--- src/rtl/bin2bcd_conv_pkg.sv ---
// Shared constants and types for the binary-to-BCD conversion peripheral.
package bin2bcd_conv_pkg;

  // Default geometry: 32-bit product in, ten BCD digits out.
  localparam int WIDTH_DEF  = 32;
  localparam int DIGITS_DEF = 10;

  // Register map, shared with the multiplier peripheral's access style.
  localparam logic [1:0] ADDR_DATA   = 2'd0;
  localparam logic [1:0] ADDR_STATUS = 2'd1;
  localparam logic [1:0] ADDR_RES_LO = 2'd2;
  localparam logic [1:0] ADDR_RES_HI = 2'd3;

  // Status register bit positions.
  localparam int BUSY_BIT = 0;
  localparam int DONE_BIT = 1;

  // Converter control state: idle after reset, converting, or holding a result.
  typedef enum logic [1:0] {
    ST_IDLE = 2'd0,
    ST_CONV = 2'd1,
    ST_DONE = 2'd2
  } conv_state_t;

endpackage

--- src/rtl/bin2bcd_conv_add3.sv ---
// Double-dabble digit corrector: a digit of 5 or more gets +3 before the shift
// so that it carries correctly into the next decade.
module bcd_add3 (
  input  logic [3:0] din,
  output logic [3:0] dout
);

  // Add 3 to any digit that would overflow past 9 after doubling.
  always_comb begin
    dout = din;
    if (din >= 4'd5) dout = din + 4'd3;
  end

endmodule

--- src/rtl/bin2bcd_conv.sv ---
// Memory-mapped binary-to-packed-BCD converter. A write to the data register
// starts a sequential double-dabble conversion taking one shift per clock;
// the packed result is readable once done is set.
module bin2bcd_conv
  import bin2bcd_conv_pkg::*;
#(
  parameter int WIDTH  = WIDTH_DEF,
  parameter int DIGITS = DIGITS_DEF
) (
  input  logic        clk,
  input  logic        rst,
  input  logic        sel,
  input  logic [1:0]  addr,
  input  logic [31:0] data_in,
  output logic [31:0] data_out
);

  localparam int BCD_W = 4 * DIGITS;
  localparam int CNT_W = $clog2(WIDTH + 1);
  localparam int HI_W  = BCD_W - 32;

  conv_state_t       state, state_nxt;
  logic              busy, done;
  logic              load, last_shift;

  logic [WIDTH-1:0]  in_reg;
  logic [WIDTH-1:0]  shift_reg;
  logic [BCD_W-1:0]  bcd_reg;
  logic [BCD_W-1:0]  bcd_adj;
  logic [BCD_W-1:0]  bcd_next;
  logic [BCD_W-1:0]  res_reg;
  logic [CNT_W-1:0]  cnt;

  assign load       = sel && (addr == ADDR_DATA);
  assign last_shift = busy && (cnt == CNT_W'(WIDTH - 1));

  // Per-digit +3 correction applied to the working BCD register.
  for (genvar g = 0; g < DIGITS; g++) begin : g_dig
    bcd_add3 u_add3 (
      .din  (bcd_reg[4*g +: 4]),
      .dout (bcd_adj[4*g +: 4])
    );
  end

  // The top digit never reaches 5 for a full-range input, so its carry-out is dropped.
  assign bcd_next = BCD_W'({bcd_adj, shift_reg[WIDTH-1]});

  // Control state register.
  always_ff @(posedge clk) begin
    if (rst) state <= ST_IDLE;
    else     state <= state_nxt;
  end

  // Next-state: a load always (re)starts; the last shift moves to done.
  always_comb begin
    state_nxt = state;
    if (load) begin
      state_nxt = ST_CONV;
    end else begin
      case (state)
        ST_CONV: if (last_shift) state_nxt = ST_DONE;
        default: state_nxt = state;
      endcase
    end
  end

  // Status outputs decoded from the control state.
  always_comb begin
    busy = (state == ST_CONV);
    done = (state == ST_DONE);
  end

  // Datapath: load takes precedence over a shift, including the completing one,
  // so a load on the completion edge leaves the result register untouched.
  always_ff @(posedge clk) begin
    if (rst) begin
      in_reg    <= '0;
      shift_reg <= '0;
      bcd_reg   <= '0;
      res_reg   <= '0;
      cnt       <= '0;
    end else if (load) begin
      in_reg    <= data_in[WIDTH-1:0];
      shift_reg <= data_in[WIDTH-1:0];
      bcd_reg   <= '0;
      cnt       <= '0;
    end else if (busy) begin
      bcd_reg   <= bcd_next;
      shift_reg <= shift_reg << 1;
      cnt       <= cnt + CNT_W'(1);
      if (last_shift) res_reg <= bcd_next;
    end
  end

  // Combinational register read mux.
  always_comb begin
    data_out = '0;
    case (addr)
      ADDR_DATA:   data_out = 32'(in_reg);
      ADDR_STATUS: begin
        data_out[BUSY_BIT] = busy;
        data_out[DONE_BIT] = done;
      end
      ADDR_RES_LO: data_out = res_reg[31:0];
      ADDR_RES_HI: data_out = 32'(res_reg[32 +: HI_W]);
      default:     data_out = '0;
    endcase
  end

endmodule

--- config.mk ---
export PLATFORM = sky130hd
export DESIGN_NAME = bin2bcd_conv
export DESIGN_NICKNAME = d
export VERILOG_FILES = /design/src/rtl/bin2bcd_conv_pkg.sv /design/src/rtl/bin2bcd_conv_add3.sv /design/src/rtl/bin2bcd_conv.sv
export SDC_FILE = /design/constraint.sdc
export NUM_CORES = 1
export LEC_CHECK = 0
export ABC_AREA = 0
export ABC_CLOCK_PERIOD_IN_PS = 3400
export BUFFER_PORTS_ARGS = -buffer_cell sky130_fd_sc_hd__buf_2
export CELL_PAD_IN_SITES_DETAIL_PLACEMENT = 0
export CELL_PAD_IN_SITES_GLOBAL_PLACEMENT = 1
export CORE_MARGIN = 10
export CORE_UTILIZATION = 30
export DETAILED_ROUTE_END_ITERATION = 12
export HOLD_SLACK_MARGIN = 0.1
export PLACE_DENSITY = 0.68
export SYNTH_ARGS = -nofsm -noshare
export SYNTH_HDL_FRONTEND = slang
export SYNTH_SLANG_ARGS = --single-unit
export TNS_END_PERCENT = 5
--- constraint.sdc ---
create_clock -name clk -period 3.4 [get_ports clk]
set_clock_uncertainty 0.2 [all_clocks]
set_input_delay 1.02 -clock clk [delete_from_list [all_inputs] [get_ports clk]]
set_output_delay 1.02 -clock clk [all_outputs]
set_load 0.03 [all_outputs]
Word-level counts from Yosys, hierarchy flattened:

Cells that the tools add are included.

* register bits after elaboration: 152
* input port bits: 37
* output and inout bits: 32
* word-level logic and storage cells: 61

* add/sub/neg operators: 11
* magnitude comparators: 10
* equality and inequality tests: 6
* mux-type cells: 17
* bitwise logic cells: 1
* reductions and logical operators: 9

Operator list (count)
* one-hot mux 30 bit (3 select lines): 1
* two-way mux 32 bit: 2
* >= comparator 4 x 3 -> 1 bit, second input constant: 10
* adder 4 x 2 -> 4 bit, second input constant: 9
* two-way mux 4 bit: 9
* one-hot mux 2 bit (4 select lines): 1
* adder 6 x 1 -> 6 bit, second input constant: 1
* equality test 2 bit, second input constant: 3
* equality test 6 x 5 -> 1 bit, second input constant: 1
* equality test 2 x 1 -> 1 bit, second input constant: 2
* AND reduction 2 bit: 2
* nonzero test 2 bit: 2
* adder 3 x 2 -> 3 bit, second input constant: 1
* two-way mux 1 bit: 3
* two-way mux 3 bit: 1
* AND reduction 3 bit: 1
* logical AND 1 bit: 2
* zero test 2 bit: 1
* OR reduction 2 bit: 1
* NOT 1 bit: 1

Logic depth before layout (Yosys ltp):

* depth in word-level cells: 5
* depth in mapped cells: 7
* depth with buffers taken out: 6

By module:

Synthesis repeated with hierarchy kept, for this count alone.

* cell total of the unflattened synthesis: 935
* area, all modules: 7699.9 um^2

By module, submodules not included
* bin2bcd_conv: instances 1, cells an instance 775, area each 6686.4 um^2, seq. area each 3042.9 um^2
* bcd_add3: instances 10, cells an instance 16, area each 101.3 um^2, seq. area each 0.0 um^2

Worst setup path before layout:

Ideal clock, no wire load.

* path type: input-to-output
* start point: input port addr[0]
* end point: output port data_out[3]
* data arrival time: 2.142 ns
* required time: 2.180 ns
* setup slack: 0.038 ns
* stages: 4
* buffers on the path: 2
* path through: buf_2 -> buf_1 -> mux2_2 -> a22o_1

* word-level cells in the longest chain between the ends: 2
* elaborated cells on any way between the ends: 4
* those cells by class: eq/ne (2); mux (1); reduce/logical (1)

RTL lines
* from (decl): line bin2bcd_conv.sv:13 `input logic [1:0] addr,`
* equality test 2 bit or zero test 2 bit (tied branches): line bin2bcd_conv.sv:98 `case (addr)`
* one-hot mux 30 bit (3 select lines) *: line bin2bcd_conv.sv:98
* to (decl): line bin2bcd_conv.sv:15 `output logic [31:0] data_out`

Mark *: on every way between the ends. The rest lies on a longest branch, timed or not.

Final worst setup path:

* start point: input port addr[1]
* end point: output port data_out[10]

Same word-level chain as after synthesis.

==> results.txt <==
----------------------------------------------------
[Power and ir drop]
  Peak supply drop ... 0.000324 V
  Ratio of total power to cell area ... 477 nW/µm²
  P_leak ... about 3.1 nW

[Min path]
  Hold Startpoint ... in_reg[6]
  Worst min path class ... reg -> reg
  Worst hold path endpoint ... in_reg[6]
  Worst hold path stage count ... 2

[Cells and area]
  Fraction of final layout cells sized beyond drive strength 1 ... between 10% and 20%
  Antenna diode count ... 0
  Synth-to-layout area growth ... 16.6%
  Number of nets in the final layout ... 916
  Filler cells ... around 2500

[Global routing]
  Met3 usage in global routing ... 3.40%
  Layer with the highest usage after global routing ... met2
  Wire length of the first global-routing pass ... approximately 31000 µm
  Maximum number of pins on one net before global-route repair ... between 90 and 100
  Vias in the first global route ... around 5600
  Met1 Track Usage GR ... 17.6%
  Global router's overall resource usage ... 12.9%
  Global route overflow ... 0
  Number of antenna violations at the first check in global routing ... 0
  Grt met2 use ... 19.6%

[Worst setup path]
  Sort of element at the start of the critical path ... primary input
  Data arrival time at the worst-slack endpoint ... roughly 2.1 ns
  Launching point of the worst reg2reg path ... state[0]
  Depth of the worst register-to-register path ... 4
  Worst setup slack for register-to-register paths ... about 1.3 ns
  Sort of element at the end of the critical path ... primary output
  Category of the critical setup timing path ... in -> out
  Worst R2R End ... shift_reg[30]
  Data required time of the critical path ... 2.18 ns
  Peak fanout along the critical path ... 22

[Floorplanning]
  Vert. Die Dim ... between 150 and 200 µm
  Total I/O pin count ... ~70
  Die area ... approximately 30000 µm²
  Die Span X ... about 170 µm
  # rows ... 56
  Starting utilization of the core area ... 30.4%
  Core footprint ... 23400 µm²

[Yosys]
  Synthesized net count ... 868
  Top FF cell, synth ... dfxtp_1
  Total number of yosys warnings ... 0
  Count of flip-flops with a built-in enable after synthesis ... 0
  Average cell area after synthesis ... approximately 8.8 µm²
  Number of distinct library cell variants in the gate-level netlist after synthesis ... 39
  Post-synthesis sequential element count ... around 150
  Post-Syn Area ... 7130 µm²
  Post-synthesis sequential area ratio ... a little over two fifths
  Fraction of synthesis flops using an asynchronous set or reset pin ... 0%
  Synthesized netlist cell count ... 810

[Job]
  Count of maximum capacitance violations ... 0

[Placement]
  IO Port Bufs ... between 60 and 70
  Weighted congestion reported at the end of routability-driven placement ... ~0.75
  Final HPWL DP ... ~13000 µm
  Dpl ws ... a little over 0.08 ns

[Route]
  Detailed router's first-iteration violation count ... around 300
  Detailed Route WL ... between 15000 and 20000 µm
  Post-route DRC ... 0
  Via Count ... slightly below 6000
  Detail-routed via count per cell ... just under 5
  Number of iterations in the first detailed-routing pass ... 4
  DRT antenna net count ... 0
  Avg WL per Cell ... 16.5 µm

[STA]
  Ratio of final minimum period to clock period ... 97.3%
  Slew at the pin closest to its max-slew limit ... around 1.2 ns
  Maximum achievable frequency ... 302 MHz
  Pins over their slew limit ... 0
  Post-layout min period ... between 3 and 4 ns
  # setup viols final ... 0
  Final total negative setup slack ... 0 ns
  Min setup slack post-route ... ~0.093 ns
  Setup repair after global routing missed its margin ... false
  Final hold violations ... 0
  Relative max-transition margin ... 23.1%

[Clock tree]
  Library cell used as clock root buffer ... clkbuf_16
  Count of cells resized by post-cts repair ... 0
  Clock transition at the registers of the reported paths ... about 0.06 ns
  Clock tree from TritonCTS ... done
  Cts-stage hold buffer count ... 0
  Largest buffer count on any clock path ... 2
  Clk sinks ... ~150
  Post-CTS Repair Setup Buffers ... 0
  Clock network latency to the later pin of the worst-skew pair ... between 0.4 and 0.5 ns
  CTS buffer count ... 17
  H-tree depth ... 4

[Outcome]
  Status ... completed

----------------------------------------------------
-- per-stage QoR --
stage	hold WS [ns]	instance area (µm²)	utilization (%)	total power, mW	cells
after global placement	0.246	7750	33.1	2.20	1158
after global routing	0.270	8310	35.5	4.13	1189
after detailed placement	0.250	7750	33.1	2.20	1158
after floorplan	0.227	7130	-	2.10	810
after CTS	0.259	8310	35.5	4.02	1189
final	0.255	8310	35.5	3.97	1189
-- cells in the mapped netlist (6+ instances only) --
master	count	area, µm²
nand3_1	12	60.1
o2bb2ai_1	19	166
a21oi_1	83	415
buf_1	8	30.0
inv_1	20	75.1
o21ai_0	29	145
clkbuf_1	24	90.1
mux2_2	7	78.8
xnor2_1	11	96.3
a22o_1	34	298
dfxtp_1	152	3040
mux2i_1	34	340
buf_6	6	67.6
nand2_1	143	537
nand2b_1	11	68.8
buf_2	15	75.1
a211oi_1	9	67.6
nor2_1	96	360
nor3b_1	18	135
ha_1	21	263
a311oi_2	29	435
-- critical path, cell delays in order --
cell	delay, ns
buf_2	0.31
buf_12	0.26
mux2i_1	0.24
nor2_1	0.06
buf_2	0.19
-- power by group --
part           switching, mW  internal (mW)  leakage, nW
registers             0.0304           1.82         1.23
clock network          0.765           1.04        0.262
logic                  0.196          0.107         1.63
total                  0.991           2.97         3.12
-- worst max path at each step --
stage            start      endpoint  cells past startpoint
3_5_place_dp   addr[1]   data_out[1]                      3
4_1_cts        addr[1]   data_out[0]                      3
6_report       addr[1]  data_out[10]                      5
5_1_grt        addr[1]   data_out[7]                      4
3_3_place_gp   addr[1]   data_out[1]                      3
2_1_floorplan  addr[0]   data_out[3]                      4
-- metal layers --
layer  vias to the layer above  routed length [µm]
met5                         -                   0
li1                       2928                   -
met3                        15                 910
met1                      2778                9760
met2                        95                8770
met4                         0                 205
-- cell usage in the layout, fill, tap and decap left out, types with 18 or more instances in the layout --
cell type,count
a311oi_2,29
ha_1,21
nor2_1,95
nand2_1,143
inv_1,20
a22o_1,34
mux2i_1,34
o2bb2ai_1,19
a21oi_1,83
nor3b_1,18
dfxtp_1,152
o21ai_0,29
buf_2,67
-- area by class of cell --
class	instances	area [µm²]	share of cell area (%)
repair buffers	86	503	6.06
clock buffers	21	460	5.54
clock inverters	10	96.3	1.16
inverters	20	75.1	0.904
multi-input cells	581	3730	44.9
well taps	319	399	4.80
flip-flops and latches	152	3040	36.6
-- kinds of logic (layout without fill, tap and decap cells) --
kind of cell / count (synthesis) / after routing / share of synthesized area (%)
simple gates: 294 / 294 / 18.1
compound gates: 208 / 208 / 22.0
flops: 152 / 152 / 42.7
buf+inv: 77 / 137 / 5.16
mux: 43 / 43 / 6.51
fa+ha+maj: 21 / 21 / 3.69
xor+xnor: 15 / 15 / 1.84
No activity file was read; power rests on OpenSTA's default activity.
